$ cat config.mk
export PLATFORM = sky130hd
export DESIGN_NAME = sseg_scan_ctrl_flat
export DESIGN_NICKNAME = d
export VERILOG_FILES = /design/src/rtl/sseg_scan_ctrl_if.sv /design/src/rtl/sseg_scan_ctrl.sv /design/src/flat_wrapper.sv
export SDC_FILE = /design/constraint.sdc
export NUM_CORES = 1
export LEC_CHECK = 0
export CORE_ASPECT_RATIO = 0.75
export CORE_UTILIZATION = 25
export DETAILED_ROUTE_END_ITERATION = 8
export HOLD_SLACK_MARGIN = 0.02
export PLACE_DENSITY_LB_ADDON = 0.25
export REMOVE_ABC_BUFFERS = 1
export SYNTH_ARGS = -nofsm -noshare
export SYNTH_HDL_FRONTEND = slang
export SYNTH_SLANG_ARGS = --single-unit
$ cat constraint.sdc
create_clock -name clk -period 1.6 [get_ports clk]
set_clock_uncertainty 0.05 [all_clocks]
set_input_delay 0.32 -clock clk [delete_from_list [all_inputs] [get_ports clk]]
set_output_delay 0.32 -clock clk [all_outputs]
set_load 0.01 [all_outputs]
$ cat src/rtl/sseg_scan_ctrl_if.sv
// sseg_scan_ctrl_if: valid/ready load channel carrying one display word to the scan controller
//   load_valid  master->slave  new display word offered
//   load_ready  slave->master  shadow free; transfer on valid&&ready at posedge
//   load_data   master->slave  digit k in [4k+3:4k], digit 0 is the LSB nibble
interface sseg_scan_ctrl_if #(parameter int NUM_DIGITS = 4);
  logic                    load_valid;
  logic                    load_ready;
  logic [4*NUM_DIGITS-1:0] load_data;
  modport master (output load_valid, load_data, input load_ready);
  modport slave (input load_valid, load_data, output load_ready);
endinterface

$ cat src/rtl/sseg_scan_ctrl.sv
// sseg_scan_ctrl: time-multiplexed N-digit seven-segment scanner with a shared decoder and frame-aligned word swap
//   clk, reset_n  clock, async active-low reset
//   enable        scan enable; low drops to IDLE keeping the active word
//   ld            load channel (slave side of sseg_scan_ctrl_if)
//   blank_mask    per-digit blanking of the lit phase
//   nib_out       nibble to the external decoder; seg_in is its output
//   seg_out       registered segments; an_out registered one-hot anode
//   frame_done    registered pulse after the last slot of each frame
module sseg_scan_ctrl #(
  parameter int NUM_DIGITS   = 4,
  parameter int DIGIT_CYCLES = 16,
  parameter int GAP_CYCLES   = 2
) (
  input  logic                  clk,
  input  logic                  reset_n,
  input  logic                  enable,
  sseg_scan_ctrl_if.slave       ld,
  input  logic [NUM_DIGITS-1:0] blank_mask,
  output logic [3:0]            nib_out,
  input  logic [6:0]            seg_in,
  output logic [6:0]            seg_out,
  output logic [NUM_DIGITS-1:0] an_out,
  output logic                  frame_done
);
  localparam int IW = NUM_DIGITS > 1 ? $clog2(NUM_DIGITS) : 1;
  localparam int CW = DIGIT_CYCLES > 1 ? $clog2(DIGIT_CYCLES) : 1;
  localparam int DW = 4 * NUM_DIGITS;
  localparam logic [IW-1:0] LAST_IDX = IW'(NUM_DIGITS - 1);
  localparam logic [CW-1:0] LAST_CNT = CW'(DIGIT_CYCLES - 1);
  localparam logic [CW-1:0] GAP      = CW'(GAP_CYCLES);
  typedef enum logic {IDLE, SCAN} state_t;
  state_t                r_state, w_state_nx;
  logic [IW-1:0]         r_idx, w_idx_nx;
  logic [CW-1:0]         r_cnt, w_cnt_nx;
  logic [DW-1:0]         r_active, r_shadow, w_shifted;
  logic                  r_pending, r_have_data, r_frame_done;
  logic [6:0]            r_seg;
  logic [NUM_DIGITS-1:0] r_an;
  logic                  w_accept, w_slot_end, w_wrap, w_run, w_lit, w_in_idle;
  assign ld.load_ready = ~r_pending;
  assign w_accept      = ld.load_valid & ~r_pending;
  assign w_in_idle     = r_state == IDLE;
  assign w_run         = r_state == SCAN && enable;
  assign w_slot_end    = r_cnt == LAST_CNT;
  assign w_wrap        = w_slot_end && r_idx == LAST_IDX;
  // the first GAP cycles of every slot stay dark while the shared decoder settles on the new nibble
  assign w_lit         = w_run && r_cnt >= GAP;
  assign w_shifted     = r_active >> {r_idx, 2'b00};
  assign nib_out       = w_in_idle ? 4'd0 : w_shifted[3:0];
  assign seg_out       = r_seg;
  assign an_out        = r_an;
  assign frame_done    = r_frame_done;
  always_comb begin
    w_state_nx = r_state;
    w_idx_nx   = r_idx;
    w_cnt_nx   = r_cnt;
    if (w_in_idle) begin
      w_state_nx = (enable && (r_have_data || w_accept)) ? SCAN : IDLE;
    end else if (!enable) begin
      w_state_nx = IDLE;
      w_idx_nx   = '0;
      w_cnt_nx   = '0;
    end else begin
      w_cnt_nx = w_slot_end ? '0 : r_cnt + 1'b1;
      w_idx_nx = !w_slot_end ? r_idx : (r_idx == LAST_IDX ? '0 : r_idx + 1'b1);
    end
  end
  always_ff @(posedge clk or negedge reset_n) begin
    if (!reset_n) begin
      r_state      <= IDLE;
      r_idx        <= '0;
      r_cnt        <= '0;
      r_active     <= '0;
      r_shadow     <= '0;
      r_pending    <= 1'b0;
      r_have_data  <= 1'b0;
      r_seg        <= '0;
      r_an         <= '0;
      r_frame_done <= 1'b0;
    end else begin
      r_state     <= w_state_nx;
      r_idx       <= w_idx_nx;
      r_cnt       <= w_cnt_nx;
      r_have_data <= r_have_data | (w_in_idle & w_accept);
      // IDLE loads go straight to the display; SCAN loads wait in the shadow for a frame boundary
      if (w_in_idle && w_accept)
        r_active <= ld.load_data;
      else if (w_run && w_wrap && r_pending)
        r_active <= r_shadow;
      if (!w_in_idle && w_accept)
        r_shadow <= ld.load_data;
      r_pending    <= (!w_in_idle && w_accept) | (r_pending & ~(w_run & w_wrap));
      r_an         <= w_lit ? NUM_DIGITS'(1) << r_idx : '0;
      r_seg        <= (w_lit && !blank_mask[r_idx]) ? seg_in : '0;
      r_frame_done <= w_run && w_wrap;
    end
  end
endmodule
$ cat src/flat_wrapper.sv
// flat-port wrapper written by rule: the top's interface ports become plain ports
module sseg_scan_ctrl_flat 
#(
  parameter int NUM_DIGITS   = 4,
  parameter int DIGIT_CYCLES = 16,
  parameter int GAP_CYCLES   = 2
)
  (clk, reset_n, enable, blank_mask, nib_out, seg_in, seg_out, an_out, frame_done, ld_load_valid, ld_load_data, ld_load_ready);
  sseg_scan_ctrl_if #(.NUM_DIGITS(NUM_DIGITS)) ld_i ();
  input  logic clk;
  input  logic reset_n;
  input  logic enable;
  input  logic [NUM_DIGITS-1:0] blank_mask;
  output logic [3:0] nib_out;
  input  logic [6:0] seg_in;
  output logic [6:0] seg_out;
  output logic [NUM_DIGITS-1:0] an_out;
  output logic frame_done;
  input wire logic [$bits(ld_i.load_valid)-1:0] ld_load_valid;
  input wire logic [$bits(ld_i.load_data)-1:0] ld_load_data;
  output wire logic [$bits(ld_i.load_ready)-1:0] ld_load_ready;
  assign ld_i.load_valid = ld_load_valid;
  assign ld_i.load_data = ld_load_data;
  assign ld_load_ready = ld_i.load_ready;
  sseg_scan_ctrl #(.NUM_DIGITS(NUM_DIGITS), .DIGIT_CYCLES(DIGIT_CYCLES), .GAP_CYCLES(GAP_CYCLES)) u_core (.clk(clk), .reset_n(reset_n), .enable(enable), .ld(ld_i), .blank_mask(blank_mask), .nib_out(nib_out), .seg_in(seg_in), .seg_out(seg_out), .an_out(an_out), .frame_done(frame_done));
endmodule
After elaboration in Yosys (flattened, before gate mapping). Cells that the tools add are included.

Bits in registers: 53. Output and inout bits: 17.

Add/subtract/negate cells: 2. $lt $le $gt $ge: 2. Equality and inequality tests: 3. Shift operators: 2. Multiplexer cells: 15. Bitwise logic cells: 9. Reduce and logical (&&, ||, !) cells: 13.

Operators with widths (count): two-way mux 16 bit (2); two-way mux 4 bit (4); >> shifter 16 x 4 -> 4 bit (1); logical AND 1 bit (9); two-way mux 7 bit (1); two-way mux 2 bit (3); adder 4 x 1 -> 4 bit (second input constant) (1); AND 1 bit (4); == test 4 bit (second input constant) (1); >= comparator 4 x 2 -> 1 bit (second input constant) (1); two-way mux 1 bit (4); left shift 1 x 2 -> 4 bit (first input constant) (1); less-than comparator 2 x 3 -> 1 bit (second input constant) (1); NOT 1 bit (3); adder 2 x 1 -> 2 bit (second input constant) (1); binary-select mux 1 bit (select 2 bit) (1); == test 2 bit (second input constant) (1); != test 2 x 1 -> 1 bit (second input constant) (1); bitwise OR 1 bit (2); AND reduction 2 bit (1); nonzero test 2 bit (1); logical NOT 1 bit (1); logical OR 1 bit (1).

Logic depth before layout (Yosys ltp).
Word-level depth: 6. Gate-level depth with buffers: 6. Depth with buffers taken out: 5.

Least setup slack after synthesis. Ideal clock, no wire load.

Path type: flip-flop to output port. From: register u_core.r_idx[0]. To: output port nib_out[0]. Arrival: 1214 ps. Setup slack: 16 ps. Stages on the path, launching flop included: 4. Path buffers: 1. Cell sequence: dfrtp_1 > buf_6 > mux4_1 > and2_1.

Word-level cells in the longest chain between the ends: 2.

Ends and longest elaborated chain: from (decl) (RTL line sseg_scan_ctrl.sv:33) `logic [IW-1:0] r_idx, w_idx_nx;`; from (signal assigned) (RTL line sseg_scan_ctrl.sv:82) `r_idx <= w_idx_nx;`; >> shifter 16 x 4 -> 4 bit (RTL line sseg_scan_ctrl.sv:48) `assign w_shifted = r_active >> {r_idx, 2'b00};`; two-way mux 4 bit (RTL line sseg_scan_ctrl.sv:49) `assign nib_out = w_in_idle ? 4'd0 : w_shifted[3:0];`; to (decl) (RTL line flat_wrapper.sv:14) `output logic [3:0] nib_out;`.

No other way between the ends.

Final worst setup path. Same ends and word-level chain as after synthesis.

==> run summary <==
* **Initial Utilization** 25.8%
* **wire length per cell** 15.1 µm
* **total of buffers placed on input and output ports** 47
* **max-cap check violation count** 0
* **combined global-route utilization of all metal layers** 12.6%
* **predominant post-synthesis flop cell** sky130_fd_sc_hd__dfrtp_1
* **H-Tree Depth** 2
* **RSZ-0062 raised after global routing** yes
* **largest cells by area after synthesis** sky130_fd_sc_hd__dfrtp_1, sky130_fd_sc_hd__mux2_1, sky130_fd_sc_hd__nand4_1
* **number of distinct library cell variants in the gate-level netlist after synthesis** 36
* **Buffers & Inverters on Critical Path** 2
* **start point of the worst hold path** u_core.r_have_data$_DFF_PN0_
* **Hold Path Depth** 1
* **clk sinks** 53
* **top cell type's share of synthesized area** 53.0%
* **type of the worst setup path** reg2out
* **number of DRC violations after detailed routing** 0
* **vias per inst** 4.53
* **transition time of the tightest slew-check pin** 0.295 ns
* **Clock Root Buffer** sky130_fd_sc_hd__clkbuf_16
* **achievable clock frequency** 0.499 GHz
* **Final Routed Wirelength** 6220 µm
* **setup slack, reg-to-reg** -0.14 ns
* **Antenna diodes** 0
* **pwr dens** 875 nW/µm²
* **HPWL after detailed placement** 3930 µm
* **cell breakdown of the critical path** buf_6, mux4_2, and2_4, buf_6
* **Setup crit end kind** primary output
* **DR vias** 1867
* **synthesized area per cell** 11.5 µm²
* **global-route congestion overflow total** 0
* **net count reported at finish** 317
* **Clk pin slew, worst setup/hold paths** 0.07 ns
* **Ports** 48
* **Layout Area Growth over Synthesis** 41.7%
* **antenna violations before repair** 0
* **slowest stage cell on the critical path** sky130_fd_sc_hd__mux4_2
* **number of hold violations in the final report** 0
* **async set-or-reset flop fraction in the synthesized netlist** 100%
* **violations in the final reports** negative setup slack
* **Std-Cell Rows** 31
* **maximum count of clock buffers along a single path** 2
* **Syn Std Cell Area** 2500 µm²
* **wire length the detailed router placed on met1** 3190 µm
* **critical path launch point type** register
* **reg-to-reg endpoint** u_core.seg_out[2]$_DFF_PN0_
* **met2 wire length** 2690 µm
* **Lkg Pwr** 1.56 nW
* **highest ir drop seen on vdd** 0.504 mV
* **post-synthesis sequential element count** 53
* **part of the cycle the worst path needs** 125%
* **Yosys warnings** 0
* **EDFF count, synth** 0
* **met3 wirelength from detailed routing** 282 µm
* **clock insertion delay at the later pin of the skew report** 0.29 ns
* **CTS tree** done
* **floorplan die area** 10400 µm²
* **Hold WC Path Type** reg2reg
* **fraction of final layout cells with drive strength greater than 1** 27.5%
* **dominant cell by count in the synthesized netlist** sky130_fd_sc_hd__dfrtp_1
* **RD Place Congestion** 0.700
* **register area share after synthesis** 53.0%
* **number of cells on the critical path** 4
* **Min Hold Slack** 0.428 ns
* **detailed-routing iteration count for the pre-antenna-repair pass** 4
* **cell with the most instances on the worst path** sky130_fd_sc_hd__buf_6
* **number of standard cells after synthesis** 217
* **end-of-flow core utilization** 36.6%
* **vertical die dimension** 88.6 µm
* **standard cell core area** 9700 µm²
* **CP max FO** 4
* **WHS Endpoint** u_core.r_have_data$_DFF_PN0_
* **Iter 0 DRT Violations** 89
* **Worst EP arrival** 1.63 ns
* **vias in the first global route** 1951
* **remaining max-slew budget at the tightest pin** 80.4%
* **Worst EP required** 1.23 ns
* **reg-to-reg startpoint** u_core.r_idx[0]$_DFFE_PN0P_
* **remaining antenna violation count** 0
* **cell taking the most area after synthesis** sky130_fd_sc_hd__dfrtp_1
* **die span in x** 118 µm
* **top cell family by delay on the critical path** multiplexers
* **Inserted Clock Buffers** 5
* **highest routing layer actually used** met4
* **cell depth of the worst flop-to-flop path** 5
* **slowest stage delay, CP** 0.49 ns
* **run status** complete, but fails checks
* **pre-CTS worst setup slack** -0.502 ns
* **count of final setup violators** 13
* **max-slew violations** 0
* **post-layout minimum cycle time** 2.00 ns
* **largest net degree at the start of global routing** 54
* **wire length of the first global-routing pass** 10200 µm
* **ranking of synthesized cells by instance count** sky130_fd_sc_hd__dfrtp_1, sky130_fd_sc_hd__nor2_1, sky130_fd_sc_hd__o21ai_0, sky130_fd_sc_hd__nand4_1
* **post-route worst setup slack** -0.404 ns
[per-layer routing]
layer	up-vias	track usage [%]
met1	909	17.9
met2	44	19.2
met4	0	3.15
met3	7	3.09
met5	-	0
li1	907	-
[worst max path at each step]
stage                                           start                              to  slack (ns)
after floorplan            u_core.r_pending$_DFF_PN0_  u_core.r_active[0]$_DFFE_PN0P_       -0.08
after global placement    u_core.r_idx[0]$_DFFE_PN0P_                      nib_out[0]       -0.50
after detailed placement  u_core.r_idx[0]$_DFFE_PN0P_                      nib_out[2]       -0.50
after CTS                 u_core.r_idx[0]$_DFFE_PN0P_                      nib_out[2]       -0.39
after global routing      u_core.r_idx[0]$_DFFE_PN0P_                      nib_out[0]       -0.45
final                     u_core.r_idx[0]$_DFFE_PN0P_                      nib_out[0]       -0.40
[cell families after synthesis]
logic type | Yosys count | share of synthesized area, %
adder cells (fa/ha/maj) | 6 | 3.00
AND/OR/NAND/NOR | 68 | 15.8
AO/OA/AOI/OAI | 41 | 9.80
buffers and inverters | 26 | 5.30
multiplexers | 23 | 13.1
flip-flops | 53 | 53.0
[metrics by stage]
stage,cell area [µm²],power [mW],std cells,TNS (ns)
after global routing,3550,3.26,412,-4.06
after floorplan,2400,1.65,199,-1.48
final,3550,3.11,412,-2.44
after global placement,3240,1.87,397,-6.02
after CTS,3440,3.11,409,-1.64
after detailed placement,3240,1.88,397,-5.90
[timing repair]
action	4_1_cts	5_1_grt
gates resized for setup	34	44
setup endpoints to repair	28	27
pin swaps	0	11
hold buffers	1	0
cloned	0	2
setup buffers	4	2
hold endpoints to repair	53	0
[power breakdown]
group          leakage (nW)  switching, mW  internal (mW)
sequential            0.692         0.0784           1.41
combinational         0.787          0.171          0.241
clock                0.0797          0.481          0.727
total                  1.56          0.730           2.37
[flip-flops by register name, summed over array words and instances, names as in the netlist]
| signal | cells |
|---|---|
| u_core.an_out | 4 |
| u_core.frame_done | 1 |
| u_core.r_active | 16 |
| u_core.r_cnt | 4 |
| u_core.r_have_data | 1 |
| u_core.r_idx | 2 |
| u_core.r_pending | 1 |
| u_core.r_shadow | 16 |
| u_core.r_state | 1 |
| u_core.seg_out | 7 |
[cell usage in the layout (no fill, tap or decap), drive strengths merged]
| cell type | netlist | final |
|---|---|---|
| dfrtp | 53 | 53 |
| clkdlybuf4s50 | 0 | 41 |
| buf | 11 | 30 |
| nor2 | 20 | 20 |
| o21ai | 18 | 18 |
| nand4 | 17 | 17 |
| and2 | 16 | 17 |
| a31oi | 16 | 16 |
| mux2 | 16 | 16 |
| inv | 8 | 8 |
| ha | 6 | 6 |
| mux4 | 5 | 5 |
| clkbuf | 7 | 5 |
| nand3 | 3 | 3 |
| nand2 | 2 | 2 |
| mux2i | 2 | 2 |
| o22ai | 2 | 2 |
| nor4 | 2 | 2 |
| nor3 | 2 | 2 |
| nor2b | 2 | 2 |
| or3b | 1 | 1 |
| nand2b | 1 | 1 |
| and4 | 1 | 1 |
| a21boi | 1 | 1 |
| a21bo | 1 | 1 |
| a22o | 1 | 1 |
| nand3b | 1 | 1 |
| o2bb2ai | 1 | 1 |
| a21o | 1 | 1 |
| clkinv | 0 | 1 |
| bufinv | 0 | 1 |
| dlygate4sd3 | 0 | 1 |
| dlygate4sd2 | 0 | 1 |
[layout make-up]
| cell class | count | area [µm²] |
|---|---|---|
| clock buffer | 5 | 125 |
| fill | 976 | 6150 |
| multi-input combinational | 139 | 1120 |
| clock inverter | 2 | 35.0 |
| inverter | 8 | 30.0 |
| timing repair buffer | 73 | 743 |
| sequential | 53 | 1330 |
| tap | 132 | 165 |
[worst reg2reg max path, cell delays in order (launching register included)]
cell	delay, ns
sky130_fd_sc_hd__dfrtp_2	0.43
sky130_fd_sc_hd__buf_4	0.13
sky130_fd_sc_hd__buf_6	0.12
sky130_fd_sc_hd__mux4_2	0.54
sky130_fd_sc_hd__nor3_4	0.25
sky130_fd_sc_hd__and2_1	0.16
Note: power is estimated with default switching activity, not from simulation.
